[config.mk]
export PLATFORM = sky130hd
export DESIGN_NAME = sdram_responder
export DESIGN_NICKNAME = d
export VERILOG_FILES = /design/src/rtl/sdram_responder.sv
export SDC_FILE = /design/constraint.sdc
export NUM_CORES = 1
export LEC_CHECK = 0
export ABC_AREA = 1
export CORE_ASPECT_RATIO = 0.8
export CORE_UTILIZATION = 50
export DETAILED_ROUTE_END_ITERATION = 8
export HOLD_SLACK_MARGIN = 0.02
export PLACE_DENSITY = 0.8
export SLEW_MARGIN = 25
export SYNTH_ARGS = -nofsm -noshare
export SYNTH_HDL_FRONTEND = slang
export SYNTH_SLANG_ARGS = --single-unit
export TNS_END_PERCENT = 100
[constraint.sdc]
create_clock -name clk -period 4.17 [get_ports clk]
set_input_delay 0.417 -clock clk [delete_from_list [all_inputs] [get_ports clk]]
set_output_delay 0.417 -clock clk [all_outputs]
set_load 0.03 [all_outputs]
[src/rtl/sdram_responder.sv]
// Memory-side responder for the RAM/ROM strobe bus: one SDRAM access per cep slot,
// with power-up init and auto-refresh tucked into idle slots.
module sdram_responder #(
  parameter int SLOT_CLKS      = 8,
  parameter int CAS_LATENCY    = 2,
  parameter int INIT_WAIT      = 6500,
  parameter int REFRESH_CYCLES = 500
) (
  input  logic        clk,
  input  logic        reset,
  input  logic        cep,
  input  logic [21:0] memoryAddr,
  input  logic        _memoryUDS,
  input  logic        _memoryLDS,
  input  logic        _romOE,
  input  logic        _ramOE,
  input  logic        _ramWE,
  input  logic [15:0] din,
  output logic [15:0] dout,
  output logic        dout_valid,
  output logic        ready,
  output logic [12:0] sd_addr,
  output logic [1:0]  sd_ba,
  output logic        sd_cs_n,
  output logic        sd_ras_n,
  output logic        sd_cas_n,
  output logic        sd_we_n,
  output logic [1:0]  sd_dqm,
  output logic [15:0] sd_dq_out,
  output logic        sd_dq_oe,
  input  logic [15:0] sd_dq_in
);

  localparam int PW = $clog2(SLOT_CLKS + 1);
  localparam int WW = $clog2(INIT_WAIT + 1);
  localparam int RW = $clog2(REFRESH_CYCLES + 1);
  localparam logic [PW-1:0] PH_LAST    = PW'(SLOT_CLKS - 1);
  localparam logic [PW-1:0] PH_RESTART = PW'(4 + CAS_LATENCY);
  localparam logic [PW-1:0] PH_CAPTURE = PW'(2 + CAS_LATENCY);
  localparam logic [WW-1:0] WAIT_LAST  = WW'(INIT_WAIT - 1);
  localparam logic [RW-1:0] REF_RELOAD = RW'(REFRESH_CYCLES - 1);

  localparam logic [3:0] CMD_DESEL = 4'b1111;
  localparam logic [3:0] CMD_NOP   = 4'b0111;
  localparam logic [3:0] CMD_ACT   = 4'b0011;
  localparam logic [3:0] CMD_READ  = 4'b0101;
  localparam logic [3:0] CMD_WRITE = 4'b0100;
  localparam logic [3:0] CMD_PRE   = 4'b0010;
  localparam logic [3:0] CMD_REF   = 4'b0001;
  localparam logic [3:0] CMD_MODE  = 4'b0000;
  localparam logic [12:0] MODE_WORD = {3'b000, 1'b1, 2'b00, 3'(CAS_LATENCY), 1'b0, 3'b000};

  typedef enum logic [2:0] {S_WAIT, S_PRE, S_REF1, S_REF2, S_MODE, S_RUN} init_t;
  typedef enum logic [1:0] {K_NONE, K_WRITE, K_READ} kind_t;

  init_t       init_q, init_d;
  kind_t       kind_q, kind_d;
  logic [WW-1:0] wait_cnt_q, wait_cnt_d;
  logic [RW-1:0] rtimer_q, rtimer_d;
  logic [PW-1:0] phase_q, phase_d;
  logic        busy_q, busy_d, pending_q, pending_d, rom_q, rom_d;
  logic [12:0] row_q, row_d;
  logic [8:0]  col_q, col_d;
  logic [1:0]  wmask_q, wmask_d;
  logic [15:0] wdata_q, wdata_d;
  logic [3:0]  cmd_q, cmd_d;
  logic [12:0] addr_q, addr_d;
  logic [1:0]  ba_q, ba_d, dqm_q, dqm_d;
  logic [15:0] dq_out_q, dq_out_d, dout_q, dout_d;
  logic        dq_oe_q, dq_oe_d, dout_valid_q, dout_valid_d, ready_q, ready_d;
  logic        slot_start, req_any;

  // A new slot may overlap the tail of the previous one once its read data is captured.
  assign slot_start = cep && (init_q != S_WAIT) && (!busy_q || phase_q >= PH_RESTART);
  assign req_any    = !_ramWE || !_romOE || !_ramOE;

  always_ff @(posedge clk or posedge reset) begin
    if (reset) begin
      init_q <= S_WAIT;      kind_q <= K_NONE;   wait_cnt_q <= '0;  rtimer_q <= REF_RELOAD;
      phase_q <= '0;         busy_q <= 1'b0;     pending_q <= 1'b0; rom_q <= 1'b0;
      row_q <= '0;           col_q <= '0;        wmask_q <= 2'b11;  wdata_q <= '0;
      cmd_q <= CMD_DESEL;    addr_q <= '0;       ba_q <= '0;        dqm_q <= 2'b11;
      dq_out_q <= '0;        dq_oe_q <= 1'b0;    dout_q <= '0;      dout_valid_q <= 1'b0;
      ready_q <= 1'b0;
    end else begin
      init_q <= init_d;      kind_q <= kind_d;   wait_cnt_q <= wait_cnt_d; rtimer_q <= rtimer_d;
      phase_q <= phase_d;    busy_q <= busy_d;   pending_q <= pending_d;   rom_q <= rom_d;
      row_q <= row_d;        col_q <= col_d;     wmask_q <= wmask_d;       wdata_q <= wdata_d;
      cmd_q <= cmd_d;        addr_q <= addr_d;   ba_q <= ba_d;             dqm_q <= dqm_d;
      dq_out_q <= dq_out_d;  dq_oe_q <= dq_oe_d; dout_q <= dout_d;         dout_valid_q <= dout_valid_d;
      ready_q <= ready_d;
    end
  end

  always_comb begin
    init_d     = init_q;
    wait_cnt_d = wait_cnt_q;
    case (init_q)
      S_WAIT: begin
        wait_cnt_d = wait_cnt_q + 1'b1;
        if (wait_cnt_q == WAIT_LAST) init_d = S_PRE;
      end
      S_PRE:   if (slot_start) init_d = S_REF1;
      S_REF1:  if (slot_start) init_d = S_REF2;
      S_REF2:  if (slot_start) init_d = S_MODE;
      S_MODE:  if (slot_start) init_d = S_RUN;
      default: init_d = S_RUN;
    endcase
  end

  always_comb begin
    busy_d  = busy_q;
    phase_d = phase_q;
    kind_d  = kind_q;
    rom_d   = rom_q;
    row_d   = row_q;
    col_d   = col_q;
    wmask_d = wmask_q;
    wdata_d = wdata_q;
    if (slot_start) begin
      busy_d  = 1'b1;
      phase_d = '0;
      row_d   = memoryAddr[21:9];
      col_d   = memoryAddr[8:0];
      wmask_d = {_memoryUDS, _memoryLDS};
      wdata_d = din;
      rom_d   = _ramWE && !_romOE;
      kind_d  = K_NONE;
      if (init_q == S_RUN) begin
        if (!_ramWE)      kind_d = K_WRITE;
        else if (req_any) kind_d = K_READ;
      end
    end else if (busy_q) begin
      if (phase_q == PH_LAST) busy_d = 1'b0;
      else                    phase_d = phase_q + 1'b1;
    end
  end

  always_comb begin
    cmd_d        = CMD_NOP;
    addr_d       = '0;
    ba_d         = '0;
    dqm_d        = 2'b11;
    dq_oe_d      = 1'b0;
    dq_out_d     = dq_out_q;
    dout_d       = dout_q;
    dout_valid_d = 1'b0;
    ready_d      = ready_q;
    pending_d    = pending_q;
    rtimer_d     = rtimer_q;
    if (slot_start) begin
      case (init_q)
        S_PRE:  begin cmd_d = CMD_PRE; addr_d[10] = 1'b1; end
        S_REF1, S_REF2: cmd_d = CMD_REF;
        S_MODE: begin cmd_d = CMD_MODE; addr_d = MODE_WORD; ready_d = 1'b1; end
        default: begin
          if (req_any) begin
            cmd_d  = CMD_ACT;
            addr_d = memoryAddr[21:9];
            ba_d   = {1'b0, _ramWE && !_romOE};
          end else if (pending_q && ready_q) begin
            cmd_d     = CMD_REF;
            pending_d = 1'b0;
          end
        end
      endcase
    end else if (busy_q && kind_q != K_NONE && phase_q == PW'(1)) begin
      addr_d = {2'b00, 1'b1, 1'b0, col_q};
      ba_d   = {1'b0, rom_q};
      if (kind_q == K_WRITE) begin
        cmd_d    = CMD_WRITE;
        dqm_d    = wmask_q;
        dq_oe_d  = 1'b1;
        dq_out_d = wdata_q;
      end else begin
        cmd_d = CMD_READ;
        dqm_d = 2'b00;
      end
    end
    if (busy_q && kind_q == K_READ && phase_q == PH_CAPTURE) begin
      dout_d       = sd_dq_in;
      dout_valid_d = 1'b1;
    end
    // A timer expiry in the same clk as a refresh issue leaves the flag set.
    if (!ready_q) begin
      rtimer_d = REF_RELOAD;
    end else if (rtimer_q == '0) begin
      rtimer_d  = REF_RELOAD;
      pending_d = 1'b1;
    end else begin
      rtimer_d = rtimer_q - 1'b1;
    end
  end

  assign {sd_cs_n, sd_ras_n, sd_cas_n, sd_we_n} = cmd_q;
  assign sd_addr    = addr_q;
  assign sd_ba      = ba_q;
  assign sd_dqm     = dqm_q;
  assign sd_dq_out  = dq_out_q;
  assign sd_dq_oe   = dq_oe_q;
  assign dout       = dout_q;
  assign dout_valid = dout_valid_q;
  assign ready      = ready_q;

endmodule

==> results.cfg, run 1 <==
[status]
outcome = complete, no violations

[global_routing]
grt_pass1_wl_um = 20200
antenna_found_initial = 0
grt_usage_pct = 25.2
grt.overflow.total = 0
grt_max_degree = 71
grt_pass1_vias = 4304

[worst_setup_path]
critPathMaxFanout = 26
arrival_ns = 2.47
criticalPathCategory = reg2reg
worst-endpoint-required_ns = 4.50
critPathCaptureType = register
critPathLaunchType = register

[place]
port_buffers = 116
placed_cell_area_mm2 = 0.00623
gp_congestion = 0.817
hpwl_um = 8080

[sta]
clock_skew_ns = 0.0181
fmaxAchievable_mhz = 469
tightest_slew_ns = 0.837
slew_violations = 0
fin_crit_ns = 2.13
relSlewSlack_pct = 44.2
finalSetupViolCount = 0
finalCritPeriodShare_pct = 51.2
finalHoldViolCount = 0
tns_ns = 0
rsz0062_at_grt = no

[drt]
vias = 4279
firstDrtPassIters = 5
viasPerCell = 5.06
wire_per_inst_um = 14.5
drc_errors = 0
wl_um = 12300
antenna_left = 0
drtIter0Drc = 255

[cts]
clk_pin_slew_ns = 0.06
cts.path.max_buffers = 2
numCtsBuffers = 17
htree_levels = 4
postCtsSetupRepairBufs = 0
cts_tree = done
clkLatencyLatePin_ns = 0.41
clock-sinks = 116
cts_hold_buf = 0
ctsResizeCount = 0
cts_root_buffer = clkbuf_16

[layout]
postLayoutCellArea_mm2 = 0.00684
final_net_count = 764
area_growth_pct = 37.5
final_cell_mix = nand2_1 (238), clkdlybuf4s50_1 (116), dfrtp_1 (101)
antenna_cells = 0
drive_gt1_share_pct = 8.04
n_fill_cell = 688
final_common_cell = nand2_1

[power_and_ir_drop]
vdd.ir_drop.worst_uv = 330
cellPowerDensity_mw_per_mm2 = 695
leakage_nw = 3.36

[yosys]
yosysWarnings = 0
ys_seq_elements = 116
ys_seq_area_share_pct = 58.7
postSynthCellCount = 573
synth_cell_type_count = 31
synth.cell_area_mm2 = 0.00498
avgSynthCellArea_um2 = 8.68

[run]
maxCapViolations = 0

[floorplan]
num_io_pins = 118
dieArea_mm2 = 0.0104
start_util_pct = 51.6
rows = 32
die_w_um = 114
die_h_um = 91.2
core_area_mm2 = 0.00965

[min_path]
hold_path_class = reg2reg
-- cells by family after synthesis --
kind of cell             Yosys count  share of synthesized area (%)
AO/OA/AOI/OAI                     54                           5.83
flip-flops                       116                           58.7
AND/OR/NAND/NOR                  320                           26.2
adder cells (fa/ha/maj)            6                           1.51
other                              1                         0.0754
buffers and inverters             65                           5.71
XOR/XNOR                          11                           1.94
-- per-layer routing --
metal | vias to the layer above | GRT usage (%) | share of wire, %
met5 | - | 0 | 0
met4 | 0 | 7.13 | 0.67
met3 | 10 | 7.08 | 7.2
met2 | 177 | 41.1 | 48
met1 | 2062 | 33.0 | 44
li1 | 2030 | - | -
-- path summary, 6_finish.rpt --
check / start / to / slack (ns) / cells past startpoint
setup reg to reg: phase_q[1] / sd_dq_out[1] / 2.04 / 8
min in group asynchronous: reset / rtimer_q[3] / 0.53 / 2
max in group asynchronous: reset / sd_dqm[0] / 2.71 / 3
hold / removal: rtimer_q[0] / rtimer_q[0] / 0.45 / 1
setup / recovery: phase_q[1] / sd_dq_out[1] / 2.04 / 8
hold reg to reg: rtimer_q[0] / rtimer_q[0] / 0.45 / 1
-- worst max-delay path, cell delays in order, from the launching register on --
cell and delay [ns]:
dfrtp_1 0.41, inv_1 0.11, ha_1 0.16, inv_1 0.04, nor2_1 0.11, nand3_2 0.45
nor2_4 0.56, nand2_1 0.12, nand2_1 0.09
-- cells in the mapped netlist --
cell | count | area share (%)
xnor2_1 | 3 | 0.53
o21ai_1 | 3 | 0.30
nor3_1 | 3 | 0.30
o21ai_0 | 41 | 4.1
inv_4 | 1 | 0.13
nand2_1 | 238 | 18
inv_1 | 48 | 3.6
nor3_2 | 1 | 0.20
dfstp_2 | 15 | 7.9
o211ai_1 | 3 | 0.45
nand3_1 | 29 | 2.9
a21oi_1 | 5 | 0.50
buf_4 | 7 | 1.1
nor2_4 | 2 | 0.45
nand3_2 | 1 | 0.20
nand2_4 | 1 | 0.23
conb_1 | 1 | 0.075
clkbuf_1 | 4 | 0.30
buf_2 | 3 | 0.30
a31oi_1 | 1 | 0.13
buf_6 | 1 | 0.23
dfrtp_1 | 101 | 51
nand2_2 | 3 | 0.38
nand4_1 | 6 | 0.75
xor2_1 | 8 | 1.4
clkinv_1 | 1 | 0.075
a21oi_4 | 1 | 0.33
nor3b_1 | 1 | 0.15
ha_1 | 6 | 1.5
nor2_2 | 1 | 0.13
nor2_1 | 34 | 2.6
-- cell type report --
type,instances,area (um^2),share of cell area (%)
Sequential cell,116,2920,42.7
Clock buffer,22,454,6.64
Clock inverter,10,155,2.27
Inverter,50,193,2.82
Tap cell,136,170,2.49
Multi-Input combinational cell,393,1770,25.9
Timing Repair Buffer,118,1180,17.2
-- through the flow --
stage / utilization, % / hold WS (ns) / setup slack [ns] / power (mW) / cells
final: 70.9 / 0.453 / 2.04 / 4.76 / 845
after global routing: 70.9 / 0.490 / 1.91 / 5.01 / 845
after CTS: 70.9 / 0.457 / 2.06 / 4.78 / 845
after detailed placement: 64.6 / 0.442 / 2.04 / 3.24 / 813
after global placement: 64.6 / 0.436 / 2.11 / 3.18 / 813
after floorplan: - / 0.428 / 0.705 / 2.67 / 574
-- where the power goes --
part	switching, mW	total, mW	leakage [nW]	internal [mW]
registers	0.180	1.67	1.43	1.49
logic	1.01	1.58	1.63	0.567
clock network	0.494	1.50	0.294	1.01
total	1.69	4.76	3.36	3.07
-- sequential cells by signal, summed over array words and instances, names as in the netlist, 3 cells and up --
signal,count
sd_addr,13
cmd_q,4
rtimer_q,9
init_q,3
phase_q,4
wait_cnt_q,13
col_q,9
wdata_q,16
dout,16
sd_dq_out,16
Power figures use the tool's default switching activity.
==> inputs of run 2 (changes only) <==
--- a/config.mk
+++ b/config.mk
@@ -7,10 +7,10 @@
 export LEC_CHECK = 0
 export ABC_AREA = 1
 export CORE_ASPECT_RATIO = 0.8
-export CORE_UTILIZATION = 50
+export CORE_UTILIZATION = 45
 export DETAILED_ROUTE_END_ITERATION = 8
 export HOLD_SLACK_MARGIN = 0.02
-export PLACE_DENSITY = 0.8
+export PLACE_DENSITY = 0.76
 export SLEW_MARGIN = 25
 export SYNTH_ARGS = -nofsm -noshare
 export SYNTH_HDL_FRONTEND = slang
==> constraint.sdc (replaced) <==
create_clock -name clk -period 1.8 [get_ports clk]
set_input_delay 0.18 -clock clk [delete_from_list [all_inputs] [get_ports clk]]
set_output_delay 0.18 -clock clk [all_outputs]
set_load 0.03 [all_outputs]
==> results.cfg, run 2 (synthesis results as in run 1) <==
[status]
outcome = complete, no violations

[cts]
cts_root_buffer = clkbuf_16
clkLatencyLatePin_ns = 0.41
cts_hold_buf = 0
numCtsBuffers = 17
clock-sinks = 116
clk_pin_slew_ns = 0.05
htree_levels = 4
cts_tree = done
cts.path.max_buffers = 2

[layout]
final_net_count = 774
antenna_cells = 0
drive_gt1_share_pct = 9.48
multi_input_area_mm2 = 0.00177
n_fill_cell = 845
regArea_mm2 = 0.00292
final_cell_mix = nand2_1 (238), clkdlybuf4s50_1 (112), dfrtp_1 (101)
fin_util_pct = 66.7
area_growth_pct = 40.7
final_common_cell = nand2_1
stdcell_count = 857

[floorplan]
dieArea_mm2 = 0.0115
die_h_um = 96.1
core_area_mm2 = 0.0105
die_w_um = 120
num_io_pins = 118
rows = 33
start_util_pct = 47.4

[worst_setup_path]
cp_slowest_cell = clkdlybuf4s50_1
arrival_ns = 1.58
critPathLaunchType = register
cp_slowest_stage_delay_ns = 0.66
critPathCaptureType = primary output
cp_top_family = buffers and inverters
criticalPathCategory = reg2out
path_cells = clkdlybuf4s50_1
r2r_slack_ns = 0.15
worst-endpoint-required_ns = 1.62
critPathMaxFanout = 1
critPathBufInv = 1

[sta]
slew_violations = 0
clock_skew_ns = 0.00653
tns_ns = 0
finalCritPeriodShare_pct = 97.8
fin_ws_ns = 0.0393
rsz0062_at_grt = no
fmaxAchievable_mhz = 568
finalHoldViolCount = 0
finalSetupViolCount = 0
fin_crit_ns = 1.76

[place]
dp.cells = 825
place_ws_ns = 0.0822
port_buffers = 116
hpwl_um = 8190
gp_congestion = 0.874

[drt]
vias = 4309
wire_per_inst_um = 14.2
drtIter0Drc = 292
firstDrtPassIters = 6
antenna_left = 0
drc_errors = 0
viasPerCell = 5.03
wl_um = 12200

[power_and_ir_drop]
comb_power_share_pct = 33.4
total_power_mw = 11.3
cellPowerDensity_mw_per_mm2 = 1620
vdd.ir_drop.worst_uv = 871
clockPowerShare_pct = 32.3
switching_share_pct = 34.8
leakage_nw = 3.42
internal-power_mw = 7.38
p_switching_mw = 3.94
seqPwrFrac_pct = 34.3

[global_routing]
grt_pass1_vias = 4123
grt_pass1_wl_um = 19700
antenna_found_initial = 0
grt_max_degree = 94
grt_usage_pct = 22.7
grt.overflow.total = 0

[min_path]
hold_path_class = in2async

[run]
maxCapViolations = 0
-- run 2: path summary, 6_finish.rpt --
path / from / end / cells past startpoint
setup / recovery: cmd_q[2] / sd_ras_n / 1
hold / removal: reset / rtimer_q[3] / 2
setup reg to reg: phase_q[1] / sd_dq_out[11] / 8
hold reg to reg: rtimer_q[0] / rtimer_q[0] / 1
max in group asynchronous: reset / cmd_q[2] / 3
min in group clk: memoryAddr[21] / sd_addr[12] / 3
-- run 2: power groups by stage --
stage	Combinational, mW	Clock, mW	Sequential (mW)
2_1_floorplan	1.58	0	4.62
3_3_place_gp	3.63	0	3.87
3_5_place_dp	3.74	0	3.90
4_1_cts	3.76	3.71	3.88
5_1_grt	4.14	3.83	3.96
6_report	3.77	3.66	3.88
-- run 2: repair_timing --
item	in CTS	in global routing
hold endpoints to repair	0	0
pin swaps	0	1
gates resized for setup	1	7
setup endpoints to repair	1	32
setup buffers	0	2
-- run 2: per-layer routing --
layer | global-route usage (%) | part of all wire, % | vias to the layer above
met1 | 30.2 | 46 | 2040
li1 | - | - | 2053
met3 | 8.35 | 9.2 | 22
met5 | 0 | 0 | -
met4 | 7.92 | 1.6 | 0
met2 | 34.3 | 43 | 194
-- run 2: cell type report --
cell class / instances / area share [%]
Inverter: 50 / 2.90
Tap cell: 140 / 2.50
Timing Repair Buffer: 128 / 18.4
Multi-Input combinational cell: 393 / 25.3
Clock buffer: 21 / 6.58
Clock inverter: 9 / 2.56
Sequential cell: 116 / 41.7
-- run 2: metrics by stage --
step	hold WS, ns	area, um^2
6_report	0.0412	7000
5_1_grt	0.0421	7000
4_1_cts	0.0361	6950
3_5_place_dp	0.442	6310
3_3_place_gp	0.434	6310
2_1_floorplan	0.290	4980
